--- src/rtl/exec_alu_pkg.sv ---
// exec_alu_pkg: shared constants for the execute-stage ALU.
// Holds widths, one-hot class bit indices and instruction field slices.
package exec_alu_pkg;

    localparam int ONEHOT_W = 16;
    localparam int DATA_W   = 32;

    // Instruction-class bit positions in the decoder one-hot vector
    localparam int OH_ADDU = 0;
    localparam int OH_SUBU = 1;
    localparam int OH_ORI  = 2;
    localparam int OH_LW   = 3;
    localparam int OH_SW   = 4;
    localparam int OH_BEQ  = 5;
    localparam int OH_LUI  = 6;
    localparam int OH_JAL  = 7;
    localparam int OH_JR   = 8;
    localparam int OH_J    = 9;
    localparam int OH_ADD  = 10;
    localparam int OH_SUB  = 11;
    localparam int OH_AND  = 12;
    localparam int OH_OR   = 13;
    localparam int OH_SLT  = 14;
    localparam int OH_SLL  = 15;

    // Instruction field slices
    localparam int IMM_MSB   = 15;
    localparam int IMM_LSB   = 0;
    localparam int SHAMT_MSB = 10;
    localparam int SHAMT_LSB = 6;

endpackage

--- src/rtl/exec_alu_comb.sv ---
// exec_alu_comb: combinational result and signed-overflow calculator.
// Ports: i_a/i_b operands, i_instr word, i_onehot class, i_pc -> o_r, o_ovf.
module exec_alu_comb #(
    parameter int ONEHOT_W = exec_alu_pkg::ONEHOT_W,
    parameter int DATA_W   = exec_alu_pkg::DATA_W
) (
    input  logic [DATA_W-1:0]   i_a,
    input  logic [DATA_W-1:0]   i_b,
    input  logic [DATA_W-1:0]   i_instr,
    input  logic [ONEHOT_W-1:0] i_onehot,
    input  logic [DATA_W-1:0]   i_pc,
    output logic [DATA_W-1:0]   o_r,
    output logic                o_ovf
);
    import exec_alu_pkg::*;

    logic [ONEHOT_W-1:0] w_first;
    logic [15:0]         w_imm;
    logic [4:0]          w_shamt;
    logic [DATA_W-1:0]   w_sext;
    logic [DATA_W-1:0]   w_sum;
    logic [DATA_W-1:0]   w_diff;
    logic                w_slt;
    logic                w_add_ovf;
    logic                w_sub_ovf;
    logic                w_unused;

    // Isolate the lowest set bit so multi-hot vectors resolve by priority
    assign w_first = i_onehot & (~i_onehot + ONEHOT_W'(1));

    assign w_imm   = i_instr[IMM_MSB:IMM_LSB];
    assign w_shamt = i_instr[SHAMT_MSB:SHAMT_LSB];
    assign w_sext  = {{(DATA_W-16){w_imm[15]}}, w_imm};
    assign w_sum   = i_a + i_b;
    assign w_diff  = i_a - i_b;
    assign w_slt   = $signed(i_a) < $signed(i_b);

    // Signed overflow: result sign disagrees with the operand signs
    assign w_add_ovf = (i_a[DATA_W-1] == i_b[DATA_W-1]) &&
                       (w_sum[DATA_W-1] != i_a[DATA_W-1]);
    assign w_sub_ovf = (i_a[DATA_W-1] != i_b[DATA_W-1]) &&
                       (w_diff[DATA_W-1] != i_a[DATA_W-1]);

    assign w_unused = ^i_instr[DATA_W-1:16];

    always_comb begin
        o_r   = '0;
        o_ovf = 1'b0;
        unique case (1'b1)
            w_first[OH_ADDU]: o_r = w_sum;
            w_first[OH_SUBU]: o_r = w_diff;
            w_first[OH_ORI]:  o_r = i_a | {{(DATA_W-16){1'b0}}, w_imm};
            w_first[OH_LW]:   o_r = i_a + w_sext;
            w_first[OH_SW]:   o_r = i_a + w_sext;
            w_first[OH_LUI]:  o_r = {w_imm, 16'h0000};
            w_first[OH_JAL]:  o_r = i_pc + DATA_W'(8);
            w_first[OH_ADD]: begin
                o_r   = w_sum;
                o_ovf = w_add_ovf;
            end
            w_first[OH_SUB]: begin
                o_r   = w_diff;
                o_ovf = w_sub_ovf;
            end
            w_first[OH_AND]:  o_r = i_a & i_b;
            w_first[OH_OR]:   o_r = i_a | i_b;
            w_first[OH_SLT]:  o_r = {{(DATA_W-1){1'b0}}, w_slt};
            w_first[OH_SLL]:  o_r = i_b << w_shamt;
            // beq, jr, j and an empty vector produce zero
            default: begin
                o_r   = '0;
                o_ovf = 1'b0;
            end
        endcase
    end

endmodule

--- src/rtl/exec_alu.sv ---
// exec_alu: execute-stage ALU with enable-gated, async-reset result register.
// Ports: clk, reset, en, A, B, instr, onehot, pc -> C (result), ovf.
module exec_alu #(
    parameter int ONEHOT_W = exec_alu_pkg::ONEHOT_W,
    parameter int DATA_W   = exec_alu_pkg::DATA_W
) (
    input  logic                clk,
    input  logic                reset,
    input  logic                en,
    input  logic [DATA_W-1:0]   A,
    input  logic [DATA_W-1:0]   B,
    input  logic [DATA_W-1:0]   instr,
    input  logic [ONEHOT_W-1:0] onehot,
    input  logic [DATA_W-1:0]   pc,
    output logic [DATA_W-1:0]   C,
    output logic                ovf
);
    import exec_alu_pkg::*;

    logic [DATA_W-1:0] w_r;
    logic              w_ovf;
    logic [DATA_W-1:0] r_c;
    logic              r_ovf;

    exec_alu_comb #(
        .ONEHOT_W (ONEHOT_W),
        .DATA_W   (DATA_W)
    ) u_comb (
        .i_a      (A),
        .i_b      (B),
        .i_instr  (instr),
        .i_onehot (onehot),
        .i_pc     (pc),
        .o_r      (w_r),
        .o_ovf    (w_ovf)
    );

    always_ff @(posedge clk or posedge reset) begin
        if (reset) begin
            r_c   <= '0;
            r_ovf <= 1'b0;
        end else if (en) begin
            r_c   <= w_r;
            r_ovf <= w_ovf;
        end
    end

    assign C   = r_c;
    assign ovf = r_ovf;

endmodule

--- config.mk ---
export PLATFORM = sky130hd
export DESIGN_NAME = exec_alu
export DESIGN_NICKNAME = d
export VERILOG_FILES = /design/src/rtl/exec_alu_pkg.sv /design/src/rtl/exec_alu_comb.sv /design/src/rtl/exec_alu.sv
export SDC_FILE = /design/constraint.sdc
export NUM_CORES = 1
export LEC_CHECK = 0
export CAP_MARGIN = 10
export CELL_PAD_IN_SITES_DETAIL_PLACEMENT = 1
export CELL_PAD_IN_SITES_GLOBAL_PLACEMENT = 1
export CORE_ASPECT_RATIO = 0.5
export CORE_UTILIZATION = 40
export DETAILED_ROUTE_END_ITERATION = 12
export PLACE_DENSITY_LB_ADDON = 0.15
export SETUP_SLACK_MARGIN = 0.2
export SLEW_MARGIN = 20
export SYNTH_ARGS = -nofsm -noshare
export SYNTH_HDL_FRONTEND = slang
export SYNTH_SLANG_ARGS = --single-unit
--- constraint.sdc ---
create_clock -name clk -period 2.7 [get_ports clk]
set_input_delay 0.54 -clock clk [delete_from_list [all_inputs] [get_ports clk]]
set_output_delay 0.54 -clock clk [all_outputs]
set_load 0.01 [all_outputs]
==> results of run 1 <==
==> synthesized netlist by cell type, types with 16 or more instances <==
cell and count:
xor2_1 26, ha_1 157, buf_2 24, nor3_1 23, dfrtp_1 33, o211ai_1 20, nand2_1 125, o221ai_1 23
o22ai_1 23, clkbuf_1 52, mux4_2 26, a211oi_1 27, xnor2_1 38, inv_1 120, nand4_1 16, nor2_1 121
and3_1 20, a21o_1 28, a221oi_1 23, a21oi_1 148, nand3_1 27, o2bb2ai_1 17, mux2i_1 30, o21ai_0 82
==> logic make-up after synthesis <==
logic type / count (synthesis)
compound gates: 554
xor+xnor: 64
fa+ha+maj: 160
buf+inv: 208
flops: 33
mux: 60
simple gates: 408
==> per-stage QoR <==
| step | hold WS [ns] | area [µm²] |
|---|---|---|
| global placement | 0.465 | 17700 |
| detailed placement | 0.468 | 17700 |
| floorplan | 0.521 | 11400 |
==> qor.txt, run 1 <==
setup bufs post-CTS = 82
placer's final routability congestion estimate = 1.15
Longest Clk Path Bufs = 2
part of the Yosys area used for sequential elements = 7.55%
top cells by area in the synthesized netlist = ha_1, dfrtp_1, a21oi_1
proportion of register bits with asynchronous set or reset after synthesis = 100%
clock buffer count from CTS = 5
input/output buffers = 163
main combinational cell family by area after synthesis = compound AO/OA/AOI/OAI gates
Post-Place Setup Slack = -1.55 ns
starting density of the core = 41.0%
CTS root buf = clkbuf_16
H-Tree Depth = 2
average cell area after synthesis = 7.35 µm²
mux share of post-synthesis cell area = 8.51%
count of unique library cells instantiated by Yosys = 93
Resized Gates After CTS = 543
number of enable flip-flop cells after synthesis = 0
count of synthesis-stage warnings from yosys = 0
Synth Net Count = 1794
basic-gate share of the synthesized area counting and, or, nand and nor cells = 17.8%
Die X = 236 µm
clk sinks = 33
post-placement cell count = 2516
synthesized instance count = 1487
FF+latch count, synth = 33
Site Rows = 42
Error = [ERROR DPL-0033] detailed placement checks failed during check placement.
Compound-Gate Fraction of Synth Area = 35.0%
adder and majority cell fraction of the synthesized area = 18.5%
die span in y = 119 µm
most common flop cell mapped by yosys = dfrtp_1
I/O pin count = 180
stage at which the flow ended = clock tree synthesis
library cell with the largest summed area after synthesis = ha_1
fraction of synthesized cell area taken by the top area cell type = 18.0%
Post-Syn Area = 10900 µm²
xor-xnor portion of the synthesized cell area = 5.13%
hold-fix buffer count after cts = 0
DP Wirelength = 62800 µm
result of the run = stopped before the end
==> inputs of run 2 (changes only) <==
--- a/config.mk
+++ b/config.mk
@@ -6,13 +6,9 @@
 export NUM_CORES = 1
 export LEC_CHECK = 0
 export CAP_MARGIN = 10
-export CELL_PAD_IN_SITES_DETAIL_PLACEMENT = 1
-export CELL_PAD_IN_SITES_GLOBAL_PLACEMENT = 1
-export CORE_ASPECT_RATIO = 0.5
-export CORE_UTILIZATION = 40
+export CORE_UTILIZATION = 25
 export DETAILED_ROUTE_END_ITERATION = 12
 export PLACE_DENSITY_LB_ADDON = 0.15
-export SETUP_SLACK_MARGIN = 0.2
 export SLEW_MARGIN = 20
 export SYNTH_ARGS = -nofsm -noshare
 export SYNTH_HDL_FRONTEND = slang
==> qor.txt, run 2 <==
Worst slew margin = 57.4%
synthesized instance count = 1487 (unchanged)
result of the run = finished, violations left (was stopped before the end)
setup repair after global routing missed its margin = true
residual antenna-violating net count after detailed routing = 0
basic-gate share of the synthesized area counting and, or, nand and nor cells = 17.8% (unchanged)
antenna cell count = 0
Post-Place Setup Slack = -1.52 ns (was -1.55 ns)
Die Area = 44600 µm²
most common library cell in the layout ignoring fill and taps = buf_4
top cells by count, synth = ha_1, a21oi_1, nand2_1 (unchanged)
Static Leakage = 9.45 nW
number of nets in the finished design = 2584
clk sinks = 33 (unchanged)
cell-by-cell listing of the critical path = buf_8 > buf_8 > inv_16 > ha_4 > inv_2 > fa_2 > nor2b_4 > o311a_1 > or4_4 > a21oi_4 > buf_6 > o211ai_1 > a21oi_1 > o22a_1 > a21oi_2 > o41a_1
clock latency on the worst-skew pair = 0.30 ns
Pwr per Cell Area = 276 nW/µm²
class of the tightest hold or removal check = register to register
pin count of the biggest net entering global routing = 34
library cell with the largest summed area after synthesis = ha_1 (unchanged)
Synth Net Count = 1794 (unchanged)
number of pins with negative max-slew slack in the final report = 0
met1 demand-to-capacity share in global routing = 46.1%
worst setup path class = primary input to register
proportion of register bits with asynchronous set or reset after synthesis = 100% (unchanged)
setup TNS = -8.87 ns
placer's final routability congestion estimate = 0.983 (was 1.15)
violated checks = negative setup slack
commonest cells after routing, fill and taps aside = buf_4, nand2_1, nor2_1
average cell area after synthesis = 7.35 µm² (unchanged)
H-Tree Depth = 2 (unchanged)
cell with the most instances after synthesis = ha_1 (unchanged)
critical-path maximum fanout = 3
count of final setup violators = 25
fraction of synthesized cell area taken by the top area cell type = 18.0% (unchanged)
CTS root buf = clkbuf_16 (unchanged)
ratio of routed vias to standard cells = 5.41
main combinational cell family by area after synthesis = compound AO/OA/AOI/OAI gates (unchanged)
post-placement cell count = 2787 (was 2516)
die span in y = 211 µm (was 119 µm)
arrival time at the worst endpoint = 3.54 ns
max reg flops = 32
DRC marker count from the first detailed-route iteration = 1483
mux share of post-synthesis cell area = 8.51% (unchanged)
beginning of the critical path = A[0]
Worst Max-Slew Pin Slew = 0.639 ns
upper clock frequency limit = 0.298 GHz
met3 demand-to-capacity share in global routing = 2.91%
skew final = 0 ns
count of unique library cells instantiated by Yosys = 93 (unchanged)
fraction of layout instances using a drive strength above 1 = 48.8%
Hold Vio Cnt, Final = 0
count of synthesis-stage warnings from yosys = 0 (unchanged)
most common flop cell mapped by yosys = dfrtp_1 (unchanged)
Longest Clk Path Bufs = 2 (unchanged)
number of instances on the worst hold path = 1
via count of the first global-routing pass = 15000
layer with the highest usage after global routing = met2
Die X = 211 µm (was 236 µm)
worst path required time = 2.89 ns
final critical-path required period = 3.35 ns
starting density of the core = 25.4% (was 41.0%)
cell occurring most often along the worst timing path = buf_8
First-pass DRT Iterations = 7
number of enable flip-flop cells after synthesis = 0 (unchanged)
category of the worst setup path capture point = register
count of maximum capacitance violations = 0
worst-path cell with the longest stage delay = or4_4
aggregate global routing overflow = 0
FF+latch count, synth = 33 (unchanged)
clock slew at reported path FFs = 0.07 ns
global-route met2 utilization = 46.6%
TritonCTS clock tree = built
CP peak stage delay = 0.46 ns
Setup crit start kind = primary input
wire per inst = 24.6 µm
gr usage total = 30.6%
global-route wire length before repair = 99700 µm
xor-xnor portion of the synthesized cell area = 5.13% (unchanged)
Site Rows = 76 (was 42)
Period Utilization, post-route = 124%
total via count in the routed design = 15500
I/O pin count = 180 (unchanged)
Compound-Gate Fraction of Synth Area = 35.0% (unchanged)
Layout area overhead = 89.5%
part of the Yosys area used for sequential elements = 7.55% (unchanged)
number of antenna violations at the first check in global routing = 0
clock buffer count from CTS = 5 (unchanged)
post-route non-filler standard cell count = 2863
DP Wirelength = 58000 µm (was 62800 µm)
top cells by area in the synthesized netlist = ha_1, dfrtp_1, a21oi_1 (unchanged)
worst-case reg-to-reg path depth = 8
Routed Wire Length = 70300 µm
Post-Syn Area = 10900 µm² (unchanged)
DRC violation count after routing = 0
total core area = 43100 µm²
worst vdd rail ir drop = 0.000225 V
adder and majority cell fraction of the synthesized area = 18.5% (unchanged)
launch instance of the worst register-to-register path = C[30]
hold wc startpoint = C[14]
input/output buffers = 163 (unchanged)
post-route setup slack = -0.653 ns
==> run 2: cell counts after synthesis <==
Identical to the previous run, type by type.
==> run 2: kinds of logic (layout without fill, tap and decap cells) <==
group                      Yosys count  in the layout
AOI/OAI and AO/OA                  554            554
xor gates and xnor gates            64             64
and+or+nand+nor                    408            408
DFF                                 33             33
muxes                               60             60
adders and majority gates          160            160
buffers and inverters              208            999
==> run 2: final timing paths <==
kind / to / slack (ns)
max in group asynchronous: C[20] / 1.68
max: C[22] / -0.65
max reg2reg: C[30] / 0.29
min: C[14] / 0.48
min in group asynchronous: C[2] / 0.66
min reg2reg: C[14] / 0.48
==> run 2: cell type report <==
class,count,area (µm²)
flip-flops and latches,33,826
fillers,4294,22400
inverters,123,502
multi-input cells,1246,11300
repair buffers,868,7230
clock inverters,3,22.5
well taps,585,732
clock buffers,5,125
==> run 2: layer usage <==
| layer | part of all wire, % | vias to the layer above |
|---|---|---|
| li1 | - | 7158 |
| met1 | 47 | 7572 |
| met2 | 43 | 684 |
| met3 | 7.4 | 80 |
| met4 | 2.2 | 0 |
| met5 | 0 | - |
==> run 2: stage by stage <==
| step | hold WS (ns) | area (µm²) | util (%) | power, mW |
|---|---|---|---|---|
| 2_1_floorplan | 0.521 | 11300 | - | 2.28 |
| 3_3_place_gp | 0.474 | 18100 | 42.0 | 4.42 |
| 3_5_place_dp | 0.476 | 18100 | 42.0 | 4.42 |
| 4_1_cts | 0.488 | 20000 | 46.3 | 5.43 |
| 5_1_grt | 0.508 | 20700 | 48.1 | 6.01 |
| 6_report | 0.482 | 20700 | 48.1 | 5.73 |
==> run 2: power by group <==
part | switching, mW | leakage (nW) | internal, mW | total [mW]
combinational | 2.24 | 8.97 | 2.22 | 4.47
sequential | 0.0857 | 0.418 | 0.577 | 0.662
clock | 0.259 | 0.0621 | 0.342 | 0.601
total | 2.59 | 9.45 | 3.14 | 5.73
==> run 2: timing repair <==
action,4_1_cts,5_1_grt
buffers inserted,57,23
endpoints found under the setup margin,33,33
gates cloned,1,4
pin swaps,110,99
hold buffers,0,0
resized for setup,433,187
==> run 2: critical path, delay by kind of cell <==
family	cells	cell delay, ns
buffers and inverters	5	0.45
AO/OA/AOI/OAI	7	1.43
AND/OR/NAND/NOR	2	0.60
adder cells (fa/ha/maj)	2	0.52
Power figures use the tool's default switching activity.
